`src/rtl/c1541_pkg.sv`:
```
// Shared types and helpers for the 1541 flux shifter.
// cell_div gives 16 MHz reference cycles per bit-clock tick for a speed zone.
package c1541_pkg;

  localparam int SYNC_BITS = 10;

  typedef logic [1:0] zone_t;

  function automatic logic [4:0] cell_div(input zone_t z);
    return 5'd16 - {3'b000, z};
  endfunction

endpackage

```
`src/rtl/c1541_bit_clock.sv`:
```
// Bit-cell clock: prescaler plus 2-bit phase, 4 ticks per cell, resynced by read flux edges.
// bit_strobe is combinational on the phase 1->2 tick; everything holds while mtr=0.
module c1541_bit_clock
  import c1541_pkg::*;
#(
  parameter int CLK_DIV = 2
) (
  input  logic       clk,
  input  logic       reset,
  input  logic       mtr,
  input  logic [1:0] zone,
  input  logic       resync,
  output logic       tick,
  output logic       bit_strobe,
  output logic [1:0] phase
);

  localparam int PW = $clog2(CLK_DIV * 16);

  logic [PW-1:0] presc;
  logic [PW-1:0] presc_max;
  zone_t         zone_q;
  zone_t         zone_cur;

  // The zone is sampled at the start of every prescaler period, so a change lands on the next wrap.
  always_comb begin
    zone_cur  = (presc == '0) ? zone : zone_q;
    presc_max = PW'(CLK_DIV * int'(cell_div(zone_cur)) - 1);
  end

  assign tick       = mtr & (presc == presc_max);
  assign bit_strobe = tick & (phase == 2'd1);

  always_ff @(posedge clk or posedge reset) begin
    if (reset) begin
      presc  <= '0;
      phase  <= '0;
      zone_q <= '0;
    end else if (mtr) begin
      if (presc == '0)
        zone_q <= zone;
      if (resync) begin
        presc <= '0;
        phase <= '0;
      end else if (tick) begin
        presc <= '0;
        phase <= phase + 2'd1;
      end else begin
        presc <= presc + 1'b1;
      end
    end
  end

endmodule

```
`src/rtl/c1541_flux_shifter.sv`:
```
// 1541 read/write shifter: flux to GCR bytes with SYNC detect, and bytes to write flux; byte_out lands on the bit that completes it.
// Write path only when C1541_WRITE_EN is defined; otherwise mode is ignored and the block always reads.
module c1541_flux_shifter
  import c1541_pkg::*;
#(
  parameter int CLK_DIV = 2,
  parameter int BR_LEN  = 16
) (
  input  logic       clk,
  input  logic       reset,
  input  logic       mtr,
  input  logic [1:0] zone,
  input  logic       mode,
  input  logic       soe,
  input  logic       flux,
  input  logic [7:0] din_byte,
  output logic [7:0] byte_out,
  output logic       byte_ready_n,
  output logic       sync_n,
  output logic       buff_din,
  output logic       buff_we
);

  localparam int BRW = $clog2(BR_LEN + 1);

  logic                 flux_d;
  logic                 flux_seen;
  logic                 rd_mode;
  logic                 mode_chg;
  logic                 resync;
  logic                 bit_strobe;
  logic                 tick_unused;
  logic [1:0]           phase;
  logic                 emit_bit;
  logic [SYNC_BITS-1:0] read_sr;
  logic [SYNC_BITS-1:0] sr_next;
  logic                 sync_hit;
  logic                 cnt_wrap;
  logic [2:0]           bit_cnt;
  logic [BRW-1:0]       br_cnt;

  c1541_bit_clock #(.CLK_DIV(CLK_DIV)) u_bit_clock (
    .clk        (clk),
    .reset      (reset),
    .mtr        (mtr),
    .zone       (zone),
    .resync     (resync),
    .tick       (tick_unused),
    .bit_strobe (bit_strobe),
    .phase      (phase)
  );

  assign resync   = mtr & rd_mode & flux & ~flux_d;
  assign sr_next  = {read_sr[SYNC_BITS-2:0], emit_bit};
  assign sync_hit = (sr_next == '1);
  // A bit lost to a mode switch never counts toward a byte.
  assign cnt_wrap = bit_strobe & ~mode_chg & (bit_cnt == 3'd7) & ~(rd_mode & sync_hit);
  assign byte_ready_n = (br_cnt == '0);

`ifdef C1541_WRITE_EN
  logic       mode_d;
  logic       out_bit;
  logic [7:0] write_sr;
  logic [7:0] wr_word;

  assign rd_mode  = mode;
  assign mode_chg = mode ^ mode_d;
  assign wr_word  = (bit_cnt == 3'd0) ? din_byte : write_sr;
  assign emit_bit = mode ? flux_seen : wr_word[7];
  assign buff_we  = mtr & ~mode;
  // Phases 2 and 3 are exactly the two ticks after the emitting tick.
  assign buff_din = buff_we & out_bit & phase[1];

  always_ff @(posedge clk or posedge reset) begin
    if (reset) begin
      mode_d   <= 1'b1;
      out_bit  <= 1'b0;
      write_sr <= '0;
    end else begin
      mode_d <= mode;
      if (mode_chg) begin
        out_bit <= 1'b0;
      end else if (bit_strobe & ~mode) begin
        out_bit  <= wr_word[7];
        write_sr <= {wr_word[6:0], 1'b0};
      end
    end
  end
`else
  logic unused_inputs;

  assign rd_mode       = 1'b1;
  assign mode_chg      = 1'b0;
  assign emit_bit      = flux_seen;
  assign buff_we       = 1'b0;
  assign buff_din      = 1'b0;
  assign unused_inputs = &{1'b0, mode, din_byte, phase};
`endif

  always_ff @(posedge clk or posedge reset) begin
    if (reset) begin
      flux_d    <= 1'b0;
      flux_seen <= 1'b0;
      read_sr   <= '0;
      bit_cnt   <= '0;
      byte_out  <= '0;
      sync_n    <= 1'b1;
      br_cnt    <= '0;
    end else begin
      flux_d <= flux;
      sync_n <= ~(rd_mode & (read_sr == '1));
      // The strobe timer runs even with the motor off so a started strobe always finishes.
      if (cnt_wrap & soe)
        br_cnt <= BRW'(BR_LEN);
      else if (br_cnt != '0)
        br_cnt <= br_cnt - 1'b1;
      if (mode_chg) begin
        bit_cnt   <= '0;
        flux_seen <= 1'b0;
      end else begin
        if (bit_strobe) begin
          flux_seen <= 1'b0;
          bit_cnt   <= (rd_mode & sync_hit) ? 3'd0 : bit_cnt + 3'd1;
          if (rd_mode)
            read_sr <= sr_next;
          if (rd_mode & cnt_wrap)
            byte_out <= sr_next[7:0];
        end
        // An edge coinciding with the emission is kept for the next cell.
        if (resync)
          flux_seen <= 1'b1;
      end
    end
  end

endmodule

```
`config.mk`:
```
export PLATFORM = sky130hd
export DESIGN_NAME = c1541_flux_shifter
export DESIGN_NICKNAME = d
export VERILOG_FILES = /design/src/rtl/c1541_pkg.sv /design/src/rtl/c1541_bit_clock.sv /design/src/rtl/c1541_flux_shifter.sv
export SDC_FILE = /design/constraint.sdc
export NUM_CORES = 1
export LEC_CHECK = 0
export ABC_CLOCK_PERIOD_IN_PS = 2800
export BUFFER_PORTS_ARGS = -buffer_cell sky130_fd_sc_hd__clkbuf_2
export CORE_AREA = 2 2 74 59
export DETAILED_ROUTE_END_ITERATION = 7
export DIE_AREA = 0 0 76 61
export HOLD_SLACK_MARGIN = 0.02
export PLACE_DENSITY = 0.71
export SLEW_MARGIN = 10
export SYNTH_ARGS = -nofsm -noshare
export SYNTH_HDL_FRONTEND = slang
export SYNTH_HIERARCHICAL = 1
export SYNTH_SLANG_ARGS = --single-unit
```
`constraint.sdc`:
```
create_clock -name clk -period 2.8 [get_ports clk]
set_clock_uncertainty 0.1 [all_clocks]
set_input_delay 0.56 -clock clk [delete_from_list [all_inputs] [get_ports clk]]
set_output_delay 0.56 -clock clk [all_outputs]
set_load 0.05 [all_outputs]
```
==> impl_metrics.json <==
{
  "outcome": "finished clean",
  "drive_above_1_share_pct": 33.3,
  "cts_setup_buffers": 0,
  "fin_crit_sh_pct": 95.9,
  "post_drt_wl_per_cell_um": 14.4,
  "cts.sinks": 38,
  "insertion_delay_ns": 0.29,
  "grt_use_met3_pct": 6.40,
  "path_cells": "inv_1 > ha_1 > nand4bb_1 > a2111o_1 > a21oi_4 > and2_1 > and2_1 > o31a_1 > buf_4 > mux2_4",
  "boundaryPins": 28,
  "crit_top_cell": "and2_1",
  "grt_most_used_layer": "met2",
  "drc_errors": 0,
  "synth_common_cells": "37 x dfrtp_1, 15 x mux2_2, 11 x inv_1, 11 x nand2_1, 6 x ha_1",
  "critPathKind": "reg2reg",
  "yosysUniqueCellTypes": 44,
  "synthArstFlopShare_pct": 100,
  "area_growth_pct": 14.3,
  "n_antenna_cell": 0,
  "maxCapViolations": 0,
  "p_per_area_nw_per_um2": 563,
  "viasPerCell": 5.37,
  "grt_max_degree": 30,
  "synth-main-ff-cell": "dfrtp_1",
  "cts-htree-levels": 2,
  "synth_area_leaders": "dfrtp_1 50%, mux2_2 9.1%, ha_1 4.1%, mux2_4 3.2%, inv_1 2.2%",
  "worst_setup_path_end_kind": "flop",
  "use_met1_pct": 21.5,
  "finalHoldViolCount": 0,
  "gp_congestion": 0.749,
  "die-area_um2": 4640,
  "ys_ff_latch": 38,
  "num_rows": 20,
  "dpl_cell_area_um2": 2010,
  "yosys.area.top_type": "dfrtp_1",
  "grt_pass1_wl_um": 6100,
  "die_w_um": 76,
  "regToRegSetupSlack_ns": 0.11,
  "setup.worst_path.start": "u_bit_clock/presc[0]",
  "routed_wl_um": 3420,
  "drt-initial-drc-count": 55,
  "antenna_found_initial": 0,
  "yosysTopAreaCellShare_pct": 50.1,
  "clock_path_buffers": 2,
  "clockPowerShare_pct": 33.1,
  "setup_violations": 0,
  "max_freq_ghz": 0.372,
  "rsz0062_at_grt": "no",
  "cts-root-buf": "clkbuf_8",
  "nets": 204,
  "crit_arrival_ns": 2.76,
  "p_int_mw": 0.867,
  "crit_path_top_delay_cell": "a2111o_1",
  "nFillCells": 343,
  "post-route-util_pct": 54.5,
  "tns_ns": 0,
  "cts_tree": "built",
  "drtAntennaViolNets": 0,
  "numCtsBuffers": 5,
  "grt_use_met2_pct": 29.0,
  "yosysMostFrequentCell": "dfrtp_1",
  "core_area_um2": 3880,
  "cts_resized": 0,
  "netlist_area_um2": 1850,
  "slowest_delay_ns": 0.49,
  "first_global_vias": 1280,
  "setup_ws_ns": 0.115,
  "clkSlewWorstSetupHoldPaths_ns": 0.08,
  "hpwl_um": 2520,
  "switching_power_mw": 0.324,
  "num_vias": 1279,
  "fin_crit_ns": 2.69,
  "dp_slack_ns": 0.178,
  "hold_path.class": "in2async",
  "power.leakage_nw": 1.00,
  "cts_hold_buf": 0,
  "synthCells": 157,
  "ir_drop_mv": 0.345,
  "seq_area_um2": 952,
  "grtUsageTotal_pct": 17.6,
  "initial_core_util_pct": 47.7,
  "drv_slew": 0,
  "sw_frac_of_total_pct": 27.2,
  "worstPathMaxFanout": 9,
  "grt-ovfl-total": 0,
  "yosys_warnings": 6,
  "die_h_um": 61,
  "drt_pass1_iterations": 4,
  "yosysSeqAreaShare_pct": 51.5,
  "portBuffers": 16,
  "reg2reg_from": "u_bit_clock/presc[0]",
  "multi_input_area_um2": 828,
  "power.share.sequential_pct": 50.9,
  "design_area_um2": 2110,
  "required_ns": 2.87,
  "power_frac_comb_pct": 16.1,
  "cp-start-kind": "flop",
  "synth_edf_count": 0,
  "p_total_mw": 1.19,
  "syn_avg_cell_area_um2": 11.8
}
-- flip-flops by register name (all words and copies together), names as in the netlist --
signal / flops
flux_d: 1
sync_n: 1
byte_out: 8
u_bit_clock/presc: 5
emit_bit: 1
bit_cnt: 3
br_cnt: 5
read_sr: 10
u_bit_clock/phase: 2
u_bit_clock/zone_q: 2
-- cell families after synthesis --
group / Yosys count / synth area share (%)
buffers and inverters: 17 / 4.40
muxes: 21 / 13.5
xor gates and xnor gates: 3 / 1.42
adders and majority gates: 6 / 4.06
and+or+nand+nor: 48 / 14.7
other: 1 / 0.203
AOI/OAI and AO/OA: 23 / 10.3
DFF: 38 / 51.5
-- final cells by class --
type	count	area share [%]
Timing Repair Buffer	23	6.27
Inverter	11	1.95
Sequential cell	38	45.0
Tap cell	55	3.25
Clock buffer	7	4.08
Multi-Input combinational cell	103	39.2
Clock inverter	1	0.237
-- power groups by stage --
| stage | registers, mW | logic (mW) | clock network, mW |
|---|---|---|---|
| floorplan | 0.612 | 0.143 | 0 |
| detailed placement | 0.614 | 0.188 | 0 |
| global placement | 0.612 | 0.177 | 0 |
| CTS | 0.605 | 0.188 | 0.398 |
| finish | 0.606 | 0.191 | 0.394 |
| global route | 0.613 | 0.217 | 0.427 |
-- metal layers --
layer | up-vias | part of all wire [%]
met3 | 4 | 3.4
met1 | 654 | 47
li1 | 604 | -
met4 | 0 | 1.6
met5 | - | 0
met2 | 17 | 48
-- path summary, 6_finish.rpt --
| check | to | depth (start not counted) |
|---|---|---|
| max | byte_out[2] | 10 |
| min | u_bit_clock/presc[3] | 2 |
| max reg2reg | byte_out[2] | 10 |
| min reg2reg | emit_bit | 1 |
| max in group asynchronous | sync_n | 3 |
| min in group clk | flux_d | 1 |
-- cell usage in the layout (no fill, tap or decap), types with 2 or more instances in the layout --
master    Yosys  final
mux2_2       15     15
a21oi_1       2      2
o22ai_1       3      3
conb_1        1      2
nand3_1       5      5
inv_1        11     11
xnor2_1       3      3
nand2b_1      4      4
o21ai_0       5      5
nor2b_1       4      4
dfrtp_1      37     37
nor2_1        5      5
mux2_4        4      4
nand2_1      11     11
ha_1          6      6
clkbuf_8      0      6
clkbuf_2      0     16
a211oi_1      2      2
nand4_1       3      3
mux2i_1       2      2
and2_1        3      3
nor3_1        5      5
buf_4         2      7
-- critical path: cells and delay by family (launching register included) --
kind                       cells  cell delay (ns)
buffers and inverters          2             0.31
adders and majority gates      1             0.18
DFF                            1             0.42
and+or+nand+nor                3             0.41
AOI/OAI and AO/OA              3             0.83
muxes                          1             0.31
-- stage by stage --
stage                     hold slack, ns  instances
after floorplan                    0.288        158
after global placement             0.347        230
after detailed placement           0.348        230
after CTS                          0.126        238
after global routing               0.146        238
final                              0.124        238
(Power assumes the default switching activity.)
